===== config.mk =====
export PLATFORM = sky130hd
export DESIGN_NAME = reg_bank_param
export DESIGN_NICKNAME = d
export VERILOG_FILES = /design/src/rtl/reg_bank_param.sv
export SDC_FILE = /design/constraint.sdc
export NUM_CORES = 1
export LEC_CHECK = 0
export CELL_PAD_IN_SITES_DETAIL_PLACEMENT = 0
export CELL_PAD_IN_SITES_GLOBAL_PLACEMENT = 1
export CORE_ASPECT_RATIO = 1.4
export CORE_MARGIN = 1.5
export CORE_UTILIZATION = 45
export CTS_CLUSTER_SIZE = 12
export DETAILED_ROUTE_END_ITERATION = 10
export PLACE_DENSITY = 0.7
export SLEW_MARGIN = 20
export SYNTH_ARGS = -nofsm -noshare
export SYNTH_HDL_FRONTEND = slang
export SYNTH_SLANG_ARGS = --single-unit

===== constraint.sdc =====
create_clock -name clk -period 5.8 [get_ports clk]
set_clock_uncertainty 0.05 [all_clocks]
set_input_delay 0.87 -clock clk [delete_from_list [all_inputs] [get_ports clk]]
set_output_delay 0.87 -clock clk [all_outputs]
set_load 0.05 [all_outputs]

===== src/rtl/reg_bank_param.sv =====
// ---------------------------------------------------------------------------
// reg_bank_param
//   Parametrised register bank between decode and ALU: one synchronous write
//   port and two asynchronous read ports. A clear sequencer sweeps CLR_VAL
//   into every entry after reset and on clr_req. `ready` reports when the bank
//   is usable.
//
//   Parameters
//     DATA_W   word width in bits
//     ADDR_W   address width, DEPTH = 2**ADDR_W entries
//     ZERO_REG 1: entry 0 reads 0 and ignores writes
//     CLR_VAL  value written by the clear sweep
//
//   Ports
//     clk, rst_n            clock (rising edge), async active-low reset
//     clr_req               one-cycle request to re-run the clear sweep
//     adrsReadA/adrsReadB   read addresses, readA/readB combinational data
//     adrsWrite/RegEn/write write address, enable, data
//     ready                 1 = bank usable, 0 = sweep in progress
//     wr_drop               registered pulse: a write was discarded (ready=0)
//
//   Optional feature macro: REGBANK_BYPASS_EN
//     When defined, a RUN-state read of the address being written this cycle
//     returns `write` combinationally (not for entry 0 when ZERO_REG=1).
// ---------------------------------------------------------------------------
module reg_bank_param #(
   parameter int                 DATA_W   = 32,
   parameter int                 ADDR_W   = 5,
   parameter int                 ZERO_REG = 1,
   parameter logic [DATA_W-1:0]  CLR_VAL  = '0
) (
   input  logic              clk,
   input  logic              rst_n,
   input  logic              clr_req,
   input  logic [ADDR_W-1:0] adrsReadA,
   input  logic [ADDR_W-1:0] adrsReadB,
   input  logic [ADDR_W-1:0] adrsWrite,
   input  logic              RegEn,
   input  logic [DATA_W-1:0] write,
   output logic [DATA_W-1:0] readA,
   output logic [DATA_W-1:0] readB,
   output logic              ready,
   output logic              wr_drop
);

   localparam int DEPTH = 1 << ADDR_W;
   localparam logic [ADDR_W-1:0] LAST_PTR = {ADDR_W{1'b1}};
   localparam logic ZERO_EN = (ZERO_REG != 0);

   typedef enum logic [0:0] {
      CLEAR = 1'b0,
      RUN   = 1'b1
   } state_t;

   state_t            state_q, state_d;
   logic [ADDR_W-1:0] clr_ptr_q, clr_ptr_d;
   logic              ready_q, ready_d;
   logic              wr_drop_q, wr_drop_d;

   logic              mem_we;
   logic [ADDR_W-1:0] mem_wa;
   logic [DATA_W-1:0] mem_wd;

   logic [DATA_W-1:0] mem [DEPTH];

   // Next-state logic: sweep sequencing, write-port steering, drop detection.
   always_comb begin
      state_d   = state_q;
      clr_ptr_d = clr_ptr_q;
      ready_d   = ready_q;
      wr_drop_d = 1'b0;
      mem_we    = 1'b0;
      mem_wa    = adrsWrite;
      mem_wd    = write;
      case (state_q)
         CLEAR: begin
            // The sweep owns the write port; user writes are discarded and
            // flagged, clr_req is ignored so the sweep never restarts.
            mem_we    = 1'b1;
            mem_wa    = clr_ptr_q;
            mem_wd    = CLR_VAL;
            wr_drop_d = RegEn;
            if (clr_ptr_q == LAST_PTR) begin
               state_d   = RUN;
               clr_ptr_d = '0;
               ready_d   = 1'b1;
            end else begin
               clr_ptr_d = clr_ptr_q + {{(ADDR_W-1){1'b0}}, 1'b1};
               ready_d   = 1'b0;
            end
         end
         RUN: begin
            if (RegEn && !(ZERO_EN && (adrsWrite == '0))) begin
               mem_we = 1'b1;
            end else begin
               mem_we = 1'b0;
            end
            // A write on the clr_req edge still lands; the sweep overwrites it.
            if (clr_req) begin
               state_d   = CLEAR;
               clr_ptr_d = '0;
               ready_d   = 1'b0;
            end else begin
               ready_d   = 1'b1;
            end
         end
         default: begin
            state_d   = CLEAR;
            clr_ptr_d = '0;
            ready_d   = 1'b0;
         end
      endcase
   end

   // Control registers with asynchronous reset into the sweep state.
   always_ff @(posedge clk or negedge rst_n) begin
      if (!rst_n) begin
         state_q   <= CLEAR;
         clr_ptr_q <= '0;
         ready_q   <= 1'b0;
         wr_drop_q <= 1'b0;
      end else begin
         state_q   <= state_d;
         clr_ptr_q <= clr_ptr_d;
         ready_q   <= ready_d;
         wr_drop_q <= wr_drop_d;
      end
   end

   // Storage array; not reset, the clear sweep initialises it.
   always_ff @(posedge clk) begin
      if (mem_we) begin
         mem[mem_wa] <= mem_wd;
      end
   end

   // Read port A: zero register, then sweep mask, then optional forward.
   always_comb begin
      readA = mem[adrsReadA];
      if (ZERO_EN && (adrsReadA == '0)) begin
         readA = '0;
      end else if (!ready_q) begin
         readA = CLR_VAL;
`ifdef REGBANK_BYPASS_EN
      end else if (RegEn && (adrsReadA == adrsWrite)) begin
         readA = write;
`endif
      end else begin
         readA = mem[adrsReadA];
      end
   end

   // Read port B: same priority as port A, fully independent.
   always_comb begin
      readB = mem[adrsReadB];
      if (ZERO_EN && (adrsReadB == '0)) begin
         readB = '0;
      end else if (!ready_q) begin
         readB = CLR_VAL;
`ifdef REGBANK_BYPASS_EN
      end else if (RegEn && (adrsReadB == adrsWrite)) begin
         readB = write;
`endif
      end else begin
         readB = mem[adrsReadB];
      end
   end

   assign ready   = ready_q;
   assign wr_drop = wr_drop_q;

endmodule


==> out/qor.yml <==
status:
  status: "complete, no violations"
timing:
  period_needed_ns: 5.40
  slew_violations: 0
  tns_ns: 0
  grt_setup_unrepaired: "false"
  timing.fmax_ghz: 0.185
  relSlewSlack_pct: 25.9
  setup_slack_ns: 0.398
  layout_worst_path_cycle_share_pct: 93.1
  max_slew.worst_pin.slew_ns: 1.11
  hold_viol_final: 0
  setup_viol_count_final: 0
setup_path:
  worstPathArrival_ns: 4.48
  critPathKind: "in2out"
  cp-end-kind: "output pin"
  critPathLaunchType: "input pin"
  worst_ep_required_time_ns: 4.88
  path_max_fanout: 19
placement:
  post_dp_cell_area_um2: 50400
  dp.cells: 4106
  port_buffers: 116
  dp_hpwl_mm: 92.3
  post-place-ws_ns: 0.485
  gp_congestion: 0.847
synthesis:
  synth_xor_area_share_pct: 0.0185
  netlist_area_um2: 47400
  ys_warn_count: 0
  synthCells: 2767
  synthSimpleGateAreaFrac_pct: 2.86
  synth_top_area_share_pct: 64.8
  ys_seq_area_share_pct: 65.2
  synth_fa_ha_area_share_pct: 0.0528
  synth-async-reset-ratio_pct: 0.680
  yosys-top-cells-area: "edfxtp_1 (65%), mux4_2 (12%), mux2i_1 (10%)"
  synth_compound_area_share_pct: 7.09
  ys_top_cells_by_count: "edfxtp_1 (1023), mux2i_1 (484), mux4_2 (254)"
  synth_ff_type: "edfxtp_1"
  syn_avg_cell_area_um2: 17.1
  synth_top_area_cell: "edfxtp_1"
  synth_edf_count: 1023
  yosysMostFrequentCell: "edfxtp_1"
  syn-num-nets: 2820
  synthMuxAreaShare_pct: 22.3
  synth_cell_types: 46
  synth_top_family_by_area: "multiplexers"
  ys_ff_latch: 1030
layout:
  finish.instance_area_um2: 53300
  nNetsFinal: 2917
  fin_cells: 4274
  drive_gt1_share_pct: 20.3
  syn2layout_area_growth_pct: 12.6
  fill_cells: 8367
power:
  intPower_mw: 13.8
  p_leak_nw: 18.0
  p_comb_share_pct: 19.4
  p_switching_mw: 5.82
  pwr-share-clk_pct: 30.9
  totalPowerFinal_mw: 19.6
  swShare_pct: 29.7
  p_seq_share_pct: 49.8
  power_density_nw_per_um2: 367
  ir_worst_vdd_mv: 0.264
grt:
  grt_usage_pct: 29.5
  grt_pass1_vias: 30237
  antenna_found_initial: 6
  overflow: 0
  grt.busiest_layer: "met2"
  grt_max_degree: 85
  grtUsageMet2_pct: 50.0
  met1_usage_pct: 35.6
  grt_pass1_wl_mm: 222
  grt.met3_usage_pct: 4.85
detailed_routing:
  ant_nets: 0
  drc: 0
  viasPerCell: 6.91
  drt-total-wl_mm: 159
  routed-via-count: 29544
  firstDrtPassIters: 7
  drtIter0Drc: 3551
  wire_per_inst_um: 37.2
job:
  drv_cap: 0
clock_tree:
  clockBufferDepth: 3
  cts_tree: "built"
  clk_latency_ns: 0.70
  clock-root-buffer: "clkbuf_16"
  postCtsSetupRepairBufs: 0
  path_clk_slew_ns: 0.06
  hold_buffers: 0
  numCtsBuffers: 102
  ctsResizeCount: 0
  h-tree-depth: 3
  cts.sinks: 1030
die:
  io_pins: 117
  die_x_um: 277
  dieArea_um2: 107000
  die_h_um: 387
  core_area_um2: 104000
  start_util_pct: 45.5
  num_rows: 140
min_path:
  hold_class: "in2async"
==> layout by cell type (no fill, tap or decap), types with 4 or more instances in the layout <==
cell type and n:
nor2_1 6, clkbuf_1 32, mux4_2 254, mux2i_1 484
buf_4 124, dfrtp_1 6, edfxtp_1 1023, or3b_2 6
clkdlybuf4s50_1 70, buf_12 20, and2_2 14, buf_8 7
o21ai_0 67, inv_6 4, nand4_1 63, clkinv_2 4
o22ai_1 193, nor2_4 35, nand3b_1 5, and2_1 23
a221oi_1 32, clkinv_1 16, inv_1 7, a22oi_1 190
clkbuf_16 103, nand2_1 82, nand3_1 5
==> kinds of logic (layout without fill, tap and decap cells) <==
kind of cell             after synthesis  count (layout)
AND/OR/NAND/NOR                      262             262
XOR/XNOR                               1               1
other                                  0               2
AO/OA/AOI/OAI                        496             496
adder cells (fa/ha/maj)                2               2
multiplexers                         740             740
flip-flops                          1030            1030
buffers and inverters                236             392
==> metal layers <==
layer | up-vias | routed length (um) | part of all wire, %
li1 | 11807 | - | -
met1 | 15561 | 56200 | 35
met2 | 1705 | 79700 | 50
met3 | 465 | 13200 | 8.3
met4 | 6 | 10000 | 6.3
met5 | - | 43 | 0.027
==> critical path: stages <==
cell and delay (ns):
clkdlybuf4s50_1 0.93, nor2b_4 0.92, buf_4 0.34, a22oi_1 0.11, a22oi_1 0.30, nand4_1 0.21, clkdlybuf4s50_1 0.76
==> path summary, 6_finish.rpt <==
path | start | to | slack (ns) | cells after the start
worst min register to register | clr_ptr_q[2]$_DFFE_PN0P_ | clr_ptr_q[2]$_DFFE_PN0P_ | 0.55 | 1
min in group clk | clr_ptr_q[2]$_DFFE_PN0P_ | clr_ptr_q[2]$_DFFE_PN0P_ | 0.55 | 1
max in group asynchronous | rst_n | ready$_DFF_PN0_ | 5.08 | 1
worst max register to register | ready$_DFF_PN0_ | mem[18][1]$_DFFE_PP_ | 2.26 | 5
worst max-delay path | adrsReadB[3] | readB[25] | 0.40 | 7
worst min-delay path | rst_n | wr_drop$_DFF_PN0_ | 0.37 | 1
==> area by class of cell <==
type	count	area, um^2	share of cell area (%)
flip-flops and latches	1030	30900	57.9
multi-input cells	1501	15700	29.4
clock buffers	137	2730	5.11
repair buffers	222	2160	4.06
well taps	1349	1690	3.16
clock inverters	26	165	0.310
inverters	7	26.3	0.0493
diodes	2	5.00	0.00938
==> per-stage QoR <==
stage,hold WS [ns],utilization [%]
3_5_place_dp,0.554,48.4
5_1_grt,0.392,51.2
4_1_cts,0.339,51.1
3_3_place_gp,0.511,48.3
6_report,0.373,51.2
2_1_floorplan,0.451,-
==> sequential cells by signal, summed over array words and instances (netlist names) <==
name and flops:
mem 1023, clr_ptr_q 5, ready 1, wr_drop 1
==> power by group through the flow <==
stage	clock [mW]	sequential [mW]	combinational, mW
floorplan	0	9.81	2.07
global placement	0	9.83	3.71
detailed placement	0	9.90	3.77
CTS	6.11	9.75	3.78
global route	6.40	9.82	3.93
finish	6.05	9.75	3.80
No activity file was read; power rests on OpenSTA's default activity.
